File: config.mk
export PLATFORM = sky130hd
export DESIGN_NAME = hazard_stall_ctrl
export DESIGN_NICKNAME = d
export VERILOG_FILES = /design/src/rtl/hazard_stall_ctrl_pkg.sv /design/src/rtl/hazard_stall_ctrl_sat_counter.sv /design/src/rtl/hazard_stall_ctrl.sv
export SDC_FILE = /design/constraint.sdc
export NUM_CORES = 1
export LEC_CHECK = 0
export ABC_CLOCK_PERIOD_IN_PS = 2350
export CORE_ASPECT_RATIO = 0.5
export CORE_UTILIZATION = 40
export CTS_CLUSTER_SIZE = 8
export DETAILED_ROUTE_END_ITERATION = 12
export DONT_BUFFER_PORTS = 1
export GPL_TIMING_DRIVEN = 1
export SYNTH_ARGS = -nofsm -noshare
export SYNTH_HDL_FRONTEND = slang
export SYNTH_SLANG_ARGS = --single-unit
export TNS_END_PERCENT = 5
File: constraint.sdc
create_clock -name clk -period 2.35 [get_ports clk]
set_input_delay 0.235 -clock clk [delete_from_list [all_inputs] [get_ports clk]]
set_output_delay 0.235 -clock clk [all_outputs]
set_load 0.01 [all_outputs]
File: src/rtl/hazard_stall_ctrl_pkg.sv
// hazard_stall_ctrl_pkg
// Shared definitions for the pipeline sequencing controller: controller
// state encoding, the register-zero constant and parameter defaults.
// No ports.
package hazard_stall_ctrl_pkg;

    typedef enum logic [1:0] {
        ST_RUN      = 2'd0,
        ST_MEM_WAIT = 2'd1,
        ST_ERROR    = 2'd2
    } state_t;

    localparam logic [4:0]  REG_ZERO    = 5'd0;
    localparam int unsigned DEF_TIMEOUT = 64;
    localparam int unsigned DEF_CNT_W   = 16;

endpackage

File: src/rtl/hazard_stall_ctrl_sat_counter.sv
// sat_counter
// Up-counter that sticks at its all-ones value instead of wrapping.
// Ports:
//   clk    in  1  clock, rising edge
//   clear  in  1  synchronous clear (wins over inc)
//   inc    in  1  count this cycle
//   value  out W  current count
module sat_counter #(
    parameter int unsigned W = 16
) (
    input  logic         clk,
    input  logic         clear,
    input  logic         inc,
    output logic [W-1:0] value
);

    logic [W-1:0] r_value;

    always_ff @(posedge clk) begin
        if (clear) begin
            r_value <= '0;
        end else if (inc && (r_value != '1)) begin
            r_value <= r_value + 1'b1;
        end
    end

    assign value = r_value;

endmodule

File: src/rtl/hazard_stall_ctrl.sv
// hazard_stall_ctrl
// Pipeline sequencing controller for the 5-stage CPU. Each cycle it decides
// whether PC and pipeline registers advance, hold, bubble or flush, covering
// load-use hazards, taken-branch flushes and data-memory waits, with a
// watchdog that latches an error if a memory access never completes.
// Ports:
//   clk, rst_n            clock / synchronous active-low reset
//   IFIDRs, IFIDRt        ID source registers; IFIDUsesRt: ID reads Rt
//   IDEXRt, IDEXMemRead   EX destination register / EX is a load
//   BranchTaken           EX resolved a taken branch or jump
//   DmemReq, DmemReady    MEM access active / completes this cycle
//   PCWrite, IFIDWrite    PC and IF/ID enables
//   IDEXBubble            zero control fields into ID/EX
//   IFIDFlush, IDEXFlush  clear IF/ID, ID/EX to NOP
//   PipeFreeze            hold ID/EX, EX/MEM, MEM/WB
//   MemTimeout            sticky memory-timeout error
//   StallCycles, FlushCount  saturating performance counters
module hazard_stall_ctrl
    import hazard_stall_ctrl_pkg::*;
#(
    parameter int unsigned TIMEOUT = DEF_TIMEOUT,
    parameter int unsigned CNT_W   = DEF_CNT_W
) (
    input  logic             clk,
    input  logic             rst_n,
    input  logic [4:0]       IFIDRs,
    input  logic [4:0]       IFIDRt,
    input  logic             IFIDUsesRt,
    input  logic [4:0]       IDEXRt,
    input  logic             IDEXMemRead,
    input  logic             BranchTaken,
    input  logic             DmemReq,
    input  logic             DmemReady,
    output logic             PCWrite,
    output logic             IFIDWrite,
    output logic             IDEXBubble,
    output logic             IFIDFlush,
    output logic             IDEXFlush,
    output logic             PipeFreeze,
    output logic             MemTimeout,
    output logic [CNT_W-1:0] StallCycles,
    output logic [CNT_W-1:0] FlushCount
);

    localparam int unsigned WCNT_W = $clog2(TIMEOUT) + 1;

    state_t              r_state;
    logic [WCNT_W-1:0]   r_wait_cnt;

    logic w_memwait;
    logic w_loaduse;
    logic w_stall_inc;
    logic w_flush_inc;

    assign w_memwait = DmemReq && !DmemReady;
    assign w_loaduse = IDEXMemRead && (IDEXRt != REG_ZERO) &&
                       ((IDEXRt == IFIDRs) || (IFIDUsesRt && (IDEXRt == IFIDRt)));

    // Priority: freeze > branch flush > load-use bubble > advance.
    // A branch outranks load-use because the dependent instruction is squashed.
    always_comb begin
        PCWrite     = 1'b1;
        IFIDWrite   = 1'b1;
        IDEXBubble  = 1'b0;
        IFIDFlush   = 1'b0;
        IDEXFlush   = 1'b0;
        PipeFreeze  = 1'b0;
        MemTimeout  = 1'b0;
        w_stall_inc = 1'b0;
        w_flush_inc = 1'b0;
        if (r_state == ST_ERROR) begin
            PCWrite     = 1'b0;
            IFIDWrite   = 1'b0;
            PipeFreeze  = 1'b1;
            MemTimeout  = 1'b1;
            w_stall_inc = 1'b1;
        end else if (w_memwait) begin
            PCWrite     = 1'b0;
            IFIDWrite   = 1'b0;
            PipeFreeze  = 1'b1;
            w_stall_inc = 1'b1;
        end else if (BranchTaken) begin
            IFIDFlush   = 1'b1;
            IDEXFlush   = 1'b1;
            w_flush_inc = 1'b1;
        end else if (w_loaduse) begin
            PCWrite     = 1'b0;
            IFIDWrite   = 1'b0;
            IDEXBubble  = 1'b1;
            w_stall_inc = 1'b1;
        end
    end

    // Wait counter holds the number of memwait cycles already completed, so
    // reaching TIMEOUT-1 while still waiting marks the TIMEOUT-th cycle.
    always_ff @(posedge clk) begin
        if (!rst_n) begin
            r_state    <= ST_RUN;
            r_wait_cnt <= '0;
        end else begin
            case (r_state)
                ST_RUN: begin
                    if (w_memwait) begin
                        r_state    <= ST_MEM_WAIT;
                        r_wait_cnt <= WCNT_W'(1);
                    end
                end
                ST_MEM_WAIT: begin
                    if (w_memwait) begin
                        if (r_wait_cnt == WCNT_W'(TIMEOUT - 1)) begin
                            r_state <= ST_ERROR;
                        end else begin
                            r_wait_cnt <= r_wait_cnt + 1'b1;
                        end
                    end else begin
                        r_state    <= ST_RUN;
                        r_wait_cnt <= '0;
                    end
                end
                default: begin
                    r_state <= ST_ERROR;
                end
            endcase
        end
    end

    sat_counter #(.W(CNT_W)) u_stall_cnt (
        .clk   (clk),
        .clear (!rst_n),
        .inc   (w_stall_inc),
        .value (StallCycles)
    );

    sat_counter #(.W(CNT_W)) u_flush_cnt (
        .clk   (clk),
        .clear (!rst_n),
        .inc   (w_flush_inc),
        .value (FlushCount)
    );

endmodule

* Word level (Yosys, flattened, before mapping)
Cells that the tools add are included.
** Word-level totals
- Register bits after elaboration :: 41
- Memory bits (writable) :: 0
- Memories :: 0
- Input port bits :: 22
- Latch bits :: 0
- Output and inout bits :: 39
- ROM bits :: 0
- Logic and storage cells :: 54
** Operators by class
- Equality and inequality tests :: 10
- Multiplexer cells :: 24
- $lt $le $gt $ge :: 0
- Bitwise logic cells :: 0
- $add $sub $neg :: 3
- Shifts and indexed selects :: 0
- Reductions and logical operators :: 13
- Div/mod/pow operators :: 0
- Multiply operators :: 0
** Operators by type and width (count)
- 16-bit by 1-bit adder with 16-bit output, second input constant :: 2
- 16-bit inequality test, second input constant :: 2
- 7-bit two-way mux :: 3
- 1-bit two-way mux :: 16
- 7-bit one-hot mux with 2 select lines :: 1
- 5-bit == test :: 2
- 7-bit by 1-bit adder with 7-bit output, second input constant :: 1
- 7-bit by 6-bit == test with 1-bit output, second input constant :: 1
- 1-bit logical AND :: 6
- 2-bit two-way mux :: 3
- 3-bit inequality test, second input constant :: 2
- 5-bit nonzero test :: 1
- 2-bit one-hot mux with 2 select lines :: 1
- 3-bit AND reduction :: 1
- 2-bit by 1-bit == test with 1-bit output, second input constant :: 1
- 2-bit == test, second input constant :: 1
- 2-bit logical NOT :: 1
- 2-bit inequality test, second input constant :: 1
- 2-bit AND reduction :: 1
- 2-bit nonzero test :: 1
- 1-bit logical NOT :: 1
- 1-bit logical OR :: 1

* Depth between registers and ports, before layout
Gate-level depths: netlist of run 1.
- Depth after elaboration :: 9
- Depth in mapped cells :: 10
- Mapped depth without buffers :: 7

* By module
Synthesis of run 1 repeated with hierarchy kept, for this count alone.
** Unflattened totals
- Cells, all modules :: 284
- Area, all modules :: 2382.3 µm²
** By module, submodules not included
- sat_counter :: area an instance 848.3 µm², times used 2, cells each 99, seq. area each 320.3 µm²
- hazard_stall_ctrl :: area an instance 685.7 µm², times used 1, cells each 86, seq. area each 180.2 µm²

* Worst setup path after synthesis of run 1
OpenSTA, ideal clock, no wires.
- Kind :: register -> register
- Start :: register u_stall_cnt.r_value[2] (netlist: u_stall_cnt.value[2])
- End :: register u_stall_cnt.r_value[1] (netlist: u_stall_cnt.value[1])
- Clock period less this slack :: 1.891 ns
- Arrival time :: 1.763 ns
- Library setup time :: 0.128 ns
- Data required time :: 2.222 ns
- Setup slack :: 0.459 ns
- Buffers on the path :: 2
- Stages on the path, launching flop included :: 9
- Path through :: dfxtp_1 -> and3_1 -> nand3_1 -> o32a_2 -> o21ai_2 -> buf_6 -> buf_8 -> mux2i_1 -> nor2_1
** Between the ends
- Cells in the longest elaborated chain, start to end :: 2
** RTL lines
- start: declaration :: RTL line hazard_stall_ctrl_sat_counter.sv:17 : logic [W-1:0] r_value;
- start signal: assignment :: RTL line hazard_stall_ctrl_sat_counter.sv:23 : r_value <= r_value + 1'b1;
- 16-bit inequality test :: RTL line hazard_stall_ctrl_sat_counter.sv:22 : end else if (inc && (r_value != '1)) begin
- 1-bit logical AND :: RTL line hazard_stall_ctrl_sat_counter.sv:22
Every way passes these cells.
A chain may end at the register's enable or synchronous reset.

* Worst setup path in the final report of run 1
- Start :: register r_state[0]
- End :: output port IFIDWrite
** Between the ends
- Cells in the longest elaborated chain, start to end :: 2
** RTL lines
- start: declaration :: RTL line hazard_stall_ctrl.sv:47 : state_t r_state;
- start signal: assignment :: RTL line hazard_stall_ctrl.sv:98 : r_state <= ST_RUN;
- start signal: assignment :: RTL line hazard_stall_ctrl.sv:104 : r_state <= ST_MEM_WAIT;
- start signal: assignment :: RTL line hazard_stall_ctrl.sv:111 : r_state <= ST_ERROR;
- 2-bit == test :: RTL line hazard_stall_ctrl.sv:71 : if (r_state == ST_ERROR) begin
- 1-bit two-way mux :: RTL line hazard_stall_ctrl.sv:71
- end: declaration :: RTL line hazard_stall_ctrl.sv:35 : output logic IFIDWrite,
Every way passes these cells.

==> results of run 1 <==
## cells in the mapped netlist (2+ instances only)
library cell,count
a21oi_1,17
a31oi_1,2
and2_1,3
and3_1,4
and4_1,2
buf_4,3
buf_6,2
clkbuf_1,3
dfxtp_1,41
ha_1,3
inv_1,2
mux2i_1,3
nand2_1,22
nand2b_1,2
nand3_1,14
nand4_1,10
nor2_1,28
nor2b_1,2
nor3_1,3
nor4_1,2
o211a_1,2
o21ai_0,5
o21ai_1,4
o31ai_1,7
or3_1,8
or4_1,9
xnor2_1,15
xor2_1,15
## path summary, 6_finish.rpt
| check | from | to | slack, ns | cells past startpoint |
|---|---|---|---|---|
| worst max-delay path | r_state[0] | IFIDWrite | 0.25 | 5 |
| worst min-delay path | rst_n | r_state[0] | 0.06 | 2 |
| worst max register to register | r_state[0] | u_flush_cnt.value[6] | 0.32 | 6 |
| worst min register to register | r_wait_cnt[6] | r_wait_cnt[6] | 0.46 | 1 |
## area by class of cell
| cell class | instances | area (µm²) |
|---|---|---|
| fill | 488 | 2660 |
| multi-input combinational | 195 | 1230 |
| sequential | 41 | 821 |
| timing repair buffer | 14 | 105 |
| tap | 70 | 87.6 |
| clock buffer | 7 | 86.3 |
| clock inverter | 1 | 30.0 |
| inverter | 3 | 11.3 |
## power by group through the flow
stage | logic [mW] | clock network [mW] | registers [mW]
2_1_floorplan | 0.0817 | 0 | 0.726
4_1_cts | 0.0912 | 0.607 | 0.714
3_5_place_dp | 0.0908 | 0 | 0.730
6_report | 0.0907 | 0.590 | 0.713
3_3_place_gp | 0.0879 | 0 | 0.730
5_1_grt | 0.0995 | 0.644 | 0.715
## through the flow
step	total power, mW	cell area (µm²)	std cells	util
after floorplan	0.808	2130	249	-
after CTS	1.41	2370	331	0.471
after detailed placement	0.821	2250	323	0.448
after global routing	1.46	2370	331	0.471
after global placement	0.818	2250	323	0.448
final	1.39	2370	331	0.471
## critical path, delay by kind of cell (launching register included)
family                 cells  cell delay [ns]
AO/OA/AOI/OAI              1             0.21
flip-flops                 1             0.55
buffers and inverters      2             0.36
AND/OR/NAND/NOR            2             0.44
## per-layer routing
metal | vias to the layer above | wire length [µm] | track usage
met2 | 45 | 2170 | 0.286
met4 | 0 | 54 | 0.0610
li1 | 924 | - | -
met5 | - | 0 | 0
met1 | 866 | 2290 | 0.215
met3 | 5 | 255 | 0.0605
## state kept, by name, summed over array words and instances (netlist names)
register,cells
u_stall_cnt.value,16
u_flush_cnt.value,16
r_wait_cnt,7
r_state,2
## cell families (layout without fill, tap and decap cells)
family,count (synthesis),count (layout),synth area share
and+or+nand+nor,113,113,0.276
xor gates and xnor gates,30,30,0.123
AOI/OAI and AO/OA,46,46,0.144
DFF,41,41,0.385
muxes,3,3,0.0141
buffers and inverters,13,25,0.0410
adders and majority gates,3,3,0.0176
==> impl_metrics.toml, run 1 <==
[outcome]
status = "finished clean"

[power_and_ir_drop]
p_sw_frac = 0.221
peakVddDrop_mv = 0.225
intPower_mw = 1.09
seq_power_share = 0.512
power_density_nw_per_um2 = 589
power_frac_comb = 0.065
switching_power_uw = 308
p_clk_frac = 0.423
power_leakage_nw = 0.798

[floorplanning]
chipWidth_um = 105
die_y_um = 53.7
die_area_um2 = 5650
core_um2 = 5020
initial_core_util = 0.425
num_rows = 18
ioPinCount = 61

[placed_design]
pre_cts_slack_ns = 0.316
portBuffers = 0
dp_hpwl_um = 3490
gp_congestion = 0.841

[timing]
setup_violations = 0
layout_setup_ws_ns = 0.254
worst_pin_slew_ns = 0.534
relSlewSlack = 0.643
fin_skew_ns = 0.00374
fin_crit_sh = 0.892
max_freq_mhz = 477
finalSetupTns_ns = 0
hold-worst-slack_ns = 0.0577
rsz0062_at_grt = "no"
hold_violations = 0
drv_slew = 0
layout_min_cycle_time_ns = 2.10

[yosys]
synth_area_um2 = 2130
ys_top_cells_by_area = "dfxtp_1 (38%), xnor2_1 (6.2%), xor2_1 (6.2%), nor2_1 (4.9%), a21oi_1 (4.0%)"
ys_seq_area_frac = 0.385
synth_cells = 249
yosys_warnings = 0
synth_cell_types = 44
async_flop_share = 0
synth.top_cell.area_share = 0.385
syn-num-nets = 274
synthFlopType = "dfxtp_1"
post-synth-top-area-cell = "dfxtp_1"
avgSynthCellArea_um2 = 8.57
synth_edf_count = 0
ys_seq_elements = 41

[clocking]
cts_resized = 0
numCtsBuffers = 5
hold_buffers = 0
cts_tree = "built"
clkTransAtPathRegs_ns = 0.08
post_cts_buffers = 0
htree_levels = 2
insertion_delay_ns = 0.29
cts.sinks = 41
clock_path_buffers = 2
root_buffer = "clkbuf_8"

[critical_path]
arrival_ns = 1.86
cp_slowest_stage_delay_ns = 0.55
worst_ep_required_time_ns = 2.12
endpoint_kind = "primary output"
cp-start-kind = "flop"
path_cells = "nor2b_4, or2b_2, buf_4, a21oi_1, buf_4"
timing.critical_path.mode_cell = "buf_4"
critPathMaxFanout = 10
criticalPathCategory = "reg -> out"
slowest_stage = "dfxtp_1"

[layout]
final_nets = 285
layout-drive-gt1-share = 0.103
n_antenna_cell = 0
final_cell_mix = "dfxtp_1 (41), nor2_1 (28), nand2_1 (22)"
final_common_cell = "dfxtp_1"
synthToLayoutAreaGrowth_pct = 10.9

[global_route]
grt-ovfl-total = 0
grt_max_degree = 20
antenna_found_initial = 0
grt_pass1_wl_um = 7640
grt_pass1_vias = 1645
grt_use_total = 0.173

[drt]
first_iter_violations = 68
drt-total-wl_um = 4770
viasPerCell = 5.56
dr_total_vias = 1840
drc = 0
antenna_left = 0
wire_per_inst_um = 14.4
dr.pass1.iters = 7

[job]
maxCapViolCount = 0

[min_path]
hp-class = "in -> reg"
(Power assumes the default switching activity.)
==> run 2, diff against run 1 <==
--- a/config.mk
+++ b/config.mk
@@ -7,6 +7,7 @@
 export LEC_CHECK = 0
 export ABC_CLOCK_PERIOD_IN_PS = 2350
 export CORE_ASPECT_RATIO = 0.5
+export CORE_MARGIN = 3
 export CORE_UTILIZATION = 40
 export CTS_CLUSTER_SIZE = 8
 export DETAILED_ROUTE_END_ITERATION = 12
==> impl_metrics.toml, run 2 (synthesis gave the netlist of run 1 again) <==
[power_and_ir_drop]
power_density_nw_per_um2 = 537
power_leakage_nw = 0.769
total_power_mw = 1.24
peakVddDrop_mv = 0.267

[drt]
dr_total_vias = 1803
drc = 0
first_iter_violations = 141
antenna_left = 0
wire_per_inst_um = 14.4
drt-total-wl_um = 4750
viasPerCell = 5.48
dr.pass1.iters = 4

[global_route]
grt_pass1_wl_um = 7980
antenna_found_initial = 0
grt-ovfl-total = 0
grt_use_total = 0.158
grt_pass1_vias = 1733
grt_max_degree = 23

[clocking]
cts_tree = "built"
cts_resized = 0
clock_path_buffers = 2
insertion_delay_ns = 0.28
clkTransAtPathRegs_ns = 0.08
root_buffer = "clkbuf_8"
post_cts_buffers = 0
cts.sinks = 41
hold_buffers = 0
htree_levels = 2
numCtsBuffers = 5

[timing]
layout_min_cycle_time_ns = 2.12
hold-worst-slack_ns = 0.0615
relSlewSlack = 0.642
setup_violations = 0
max_freq_mhz = 473
finalSetupTns_ns = 0
rsz0062_at_grt = "no"
fin_crit_sh = 0.900
drv_slew = 0
fin_skew_ns = 0.00372
worst_pin_slew_ns = 0.532
layout_setup_ws_ns = 0.234
hold_violations = 0

[placed_design]
gp_congestion = 0.748
portBuffers = 0
pre_cts_slack_ns = 0.246
dp_hpwl_um = 3450
dp.cells = 321

[critical_path]
critical-path-top-delay-family = "simple AND/OR/NAND/NOR gates"
critical_path_buf_inv_count = 1
r2r_slack_ns = 0.23
path_cells = "nor2b_4, or2b_2, o32a_2, o21ai_2, buf_4, or4_1, a21oi_1"
critPathMaxFanout = 22
criticalPathCategory = "reg -> reg"
cp_slowest_stage_delay_ns = 0.52
worst_ep_required_time_ns = 2.55
cp-start-kind = "flop"
endpoint_kind = "flop"
arrival_ns = 2.32
slowest_stage = "or4_1"

[floorplanning]
core_um2 = 5040
ioPinCount = 61
chipWidth_um = 109
die_y_um = 57.7
initial_core_util = 0.423
num_rows = 18
die_area_um2 = 6300

[layout]
layout-drive-gt1-share = 0.0888
n_antenna_cell = 0
fin_cells = 329
final_cell_mix = "dfxtp_1 (41), nor2_1 (28), nand2_1 (22)"
final_nets = 283
fillers = 499
final_common_cell = "dfxtp_1"
synthToLayoutAreaGrowth_pct = 8.50

[min_path]
hp-class = "in -> reg"

[job]
maxCapViolCount = 0

[outcome]
status = "finished clean"
-- run 2: cell types whose count changed in the layout (fill, tap and decap cells not counted) --
cell | before | now
buf_4 | 14 | 12
clkbuf_1 | 1 | 3
bufinv_16 | 1 | 0
clkbuf_8 | 6 | 5
-- run 2: cell type report --
| type | instances | area [µm²] | area share |
|---|---|---|---|
| sequential | 41 | 821 | 0.354 |
| timing repair buffer | 12 | 90.1 | 0.0389 |
| tap | 70 | 87.6 | 0.0378 |
| clock buffer | 8 | 80.1 | 0.0346 |
| inverter | 3 | 11.3 | 0.00486 |
| multi-input combinational | 195 | 1230 | 0.529 |
-- run 2: final timing paths --
kind / startpoint / to / cells after the start
worst min register to register: r_wait_cnt[6] / r_wait_cnt[6] / 1
worst max-delay path: r_state[0] / u_stall_cnt.value[13] / 7
worst max register to register: r_state[0] / u_stall_cnt.value[13] / 7
worst min-delay path: rst_n / r_state[0] / 2
-- run 2: per-layer routing --
layer | wire length, µm | global-route usage
met1 | 2250 | 0.203
met2 | 2210 | 0.264
met3 | 256 | 0.0545
met4 | 33 | 0.0284
met5 | 0 | 0
-- run 2: metrics by stage --
step	cell area, µm²	util
final	2320	0.459
after floorplan	2130	-
after detailed placement	2240	0.443
after global routing	2320	0.459
after CTS	2320	0.459
after global placement	2240	0.443
-- run 2: power breakdown --
| group | switching, mW | internal [mW] | total, mW |
|---|---|---|---|
| clock | 0.230 | 0.211 | 0.441 |
| sequential | 0.0126 | 0.701 | 0.714 |
| combinational | 0.0511 | 0.0368 | 0.0879 |
| total | 0.294 | 0.949 | 1.24 |
==> run 3, diff against run 2 <==
--- a/config.mk
+++ b/config.mk
@@ -7,7 +7,6 @@
 export LEC_CHECK = 0
 export ABC_CLOCK_PERIOD_IN_PS = 2350
 export CORE_ASPECT_RATIO = 0.5
-export CORE_MARGIN = 3
 export CORE_UTILIZATION = 40
 export CTS_CLUSTER_SIZE = 8
 export DETAILED_ROUTE_END_ITERATION = 12
==> results of run 3 <==
Final layout, timing and power as in run 1 (identical DEF).
==> patch: new RTL, config.mk and constraints of run 1 <==
Change the package constant `DEF_CNT_W` from 16 to 32.
--- a/src/rtl/hazard_stall_ctrl_pkg.sv
+++ b/src/rtl/hazard_stall_ctrl_pkg.sv
@@ -13,5 +13,5 @@
     localparam logic [4:0]  REG_ZERO    = 5'd0;
     localparam int unsigned DEF_TIMEOUT = 64;
-    localparam int unsigned DEF_CNT_W   = 16;
+    localparam int unsigned DEF_CNT_W   = 32;
 
 endpackage
Ports: changed (resized FlushCount and StallCycles); port bits go from 61 to 93. The function was not compared with the original's and may differ.
==> patch against run 1 <==
Hold slack worse by 41 ps; setup slack worse by 120 ps; maximum frequency is 5.2% lower; routed wire length is 79% higher; synthesized area is 70% higher; sequential cell count is 32 higher; design area is 91% higher; critical path type is now flop to flop; critical path depth is 3 higher; total power is 120% higher.
==> patch: results (changes against run 1) <==
| Metric | Value |
|---|---|
| Delay-heaviest family, CP | `simple AND/OR/NAND/NOR gates (was flip-flops)` |
| CTS H-tree depth | `3 (was 2)` |
| R2R cell count | `8 (was 6)` |
| Number of global-route vias before repair | `2971 (was 1645)` |
| Crit path max fanout | `8 (was 10)` |
| Inverters | `7 (was 3)` |
| WL met1 | `4030 microns (was 2290 microns)` |
| Post-route cell area | `4520 sq um (was 2370 sq um)` |
| Clock Skews | `7.25 ps (was 3.74 ps)` |
| Nets | `510 (was 285)` |
| Met2 GRT Util | `29.8% (was 28.6%)` |
| Clock latency on the worst-skew pair | `340 ps (was 290 ps)` |
| RePlAce Congestion | `0.798 (was 0.841)` |
| Post-DP HPWL | `6230 microns (was 3490 microns)` |
| Adder-cell share of the synthesized area | `1.04% (was 1.76%)` |
| Synth Area in Compound Gates | `8.11% (was 14.4%)` |
| GRT Resource Usage Total | `19.3% (was 17.3%)` |
| Placed Area | `4150 sq um (was 2250 sq um)` |
| #MultiIn Comb | `333 (was 195)` |
| Crit path to | `u_flush_cnt.value[15] (was IFIDWrite)` |
| Peak VDD IR | `0.378 mV (was 0.225 mV)` |
| First-pass GRT wire length | `14400 microns (was 7640 microns)` |
| Seq cells post-synth | `73 (was 41)` |
| Main area contributors after synthesis | `dfxtp_1 (40%), xnor2_1 (9.2%), nor2_1 (6.9%) (was dfxtp_1 (38%), xnor2_1 (6.2%), xor2_1 (6.2%))` |
| Leak pwr | `1.61 nW (was 0.798 nW)` |
| Crit path DAT | `2450 ps (was 1860 ps)` |
| Routed WL per cell | `14.1 microns (was 14.4 microns)` |
| DR WL met3 | `559 microns (was 255 microns)` |
| Placed insts | `591 (was 323)` |
| Multi-input gate share of total cell area | `45.8% (was 51.8%)` |
| Clock buffer cells | `10 (was 7)` |
| Relative slew slack | `54.9% (was 64.3%)` |
| DR iter-0 viols | `150 (was 68)` |
| Clock buffer count from CTS | `9 (was 5)` |
| R2R setup slack | `140 ps (was 320 ps)` |
| Syn_nets | `454 (was 274)` |
| Layout filler cell count | `847 (was 488)` |
| Largest net degree at the start of global routing | `39 (was 20)` |
| Worst-path clk slew | `60 ps (was 80 ps)` |
| ClkCell Share | `7.94% (was 4.92%)` |
| Buffering overhead | `10.1% (was 4.44%)` |
| Buffers excl. clock | `61 (was 14)` |
| Share of the yosys chip area belonging to registers | `40.3% (was 38.5%)` |
| Status | `completed (unchanged)` |
| Seq area share | `32.3% (was 34.7%)` |
==> patch: changes by cell type after synthesis, sizes merged, moves of 11 or more <==
cell	delta
nand3	+13
nor2	+39
dfxtp	+32
xnor2	+23
nand4	+11
==> patch: repair_timing <==
item | 4_1_cts | 5_1_grt
setup endpoints to repair | 0 | 7
resized for setup | 0 | 2
hold buffers | 0 | 0
endpoints found under the hold margin | 0 | 0
==> patch: worst min path at each step <==
stage / from / cells past startpoint / end / slack [ps]
6_report: rst_n / 1 / u_flush_cnt.value[15] / 20
4_1_cts: rst_n / 1 / u_flush_cnt.value[15] / 4
5_1_grt: rst_n / 1 / u_flush_cnt.value[15] / 2
3_5_place_dp: rst_n / 1 / u_stall_cnt.value[26] / 360
3_3_place_gp: rst_n / 1 / u_flush_cnt.value[15] / 360
2_1_floorplan: rst_n / 2 / r_state[0] / 430
==> patch: power breakdown <==
part | switching, W | internal (W)
Sequential | 0.00000518 | 0.00125
Combinational | 0.0000706 | 0.0000471
Clock | 0.000527 | 0.00114
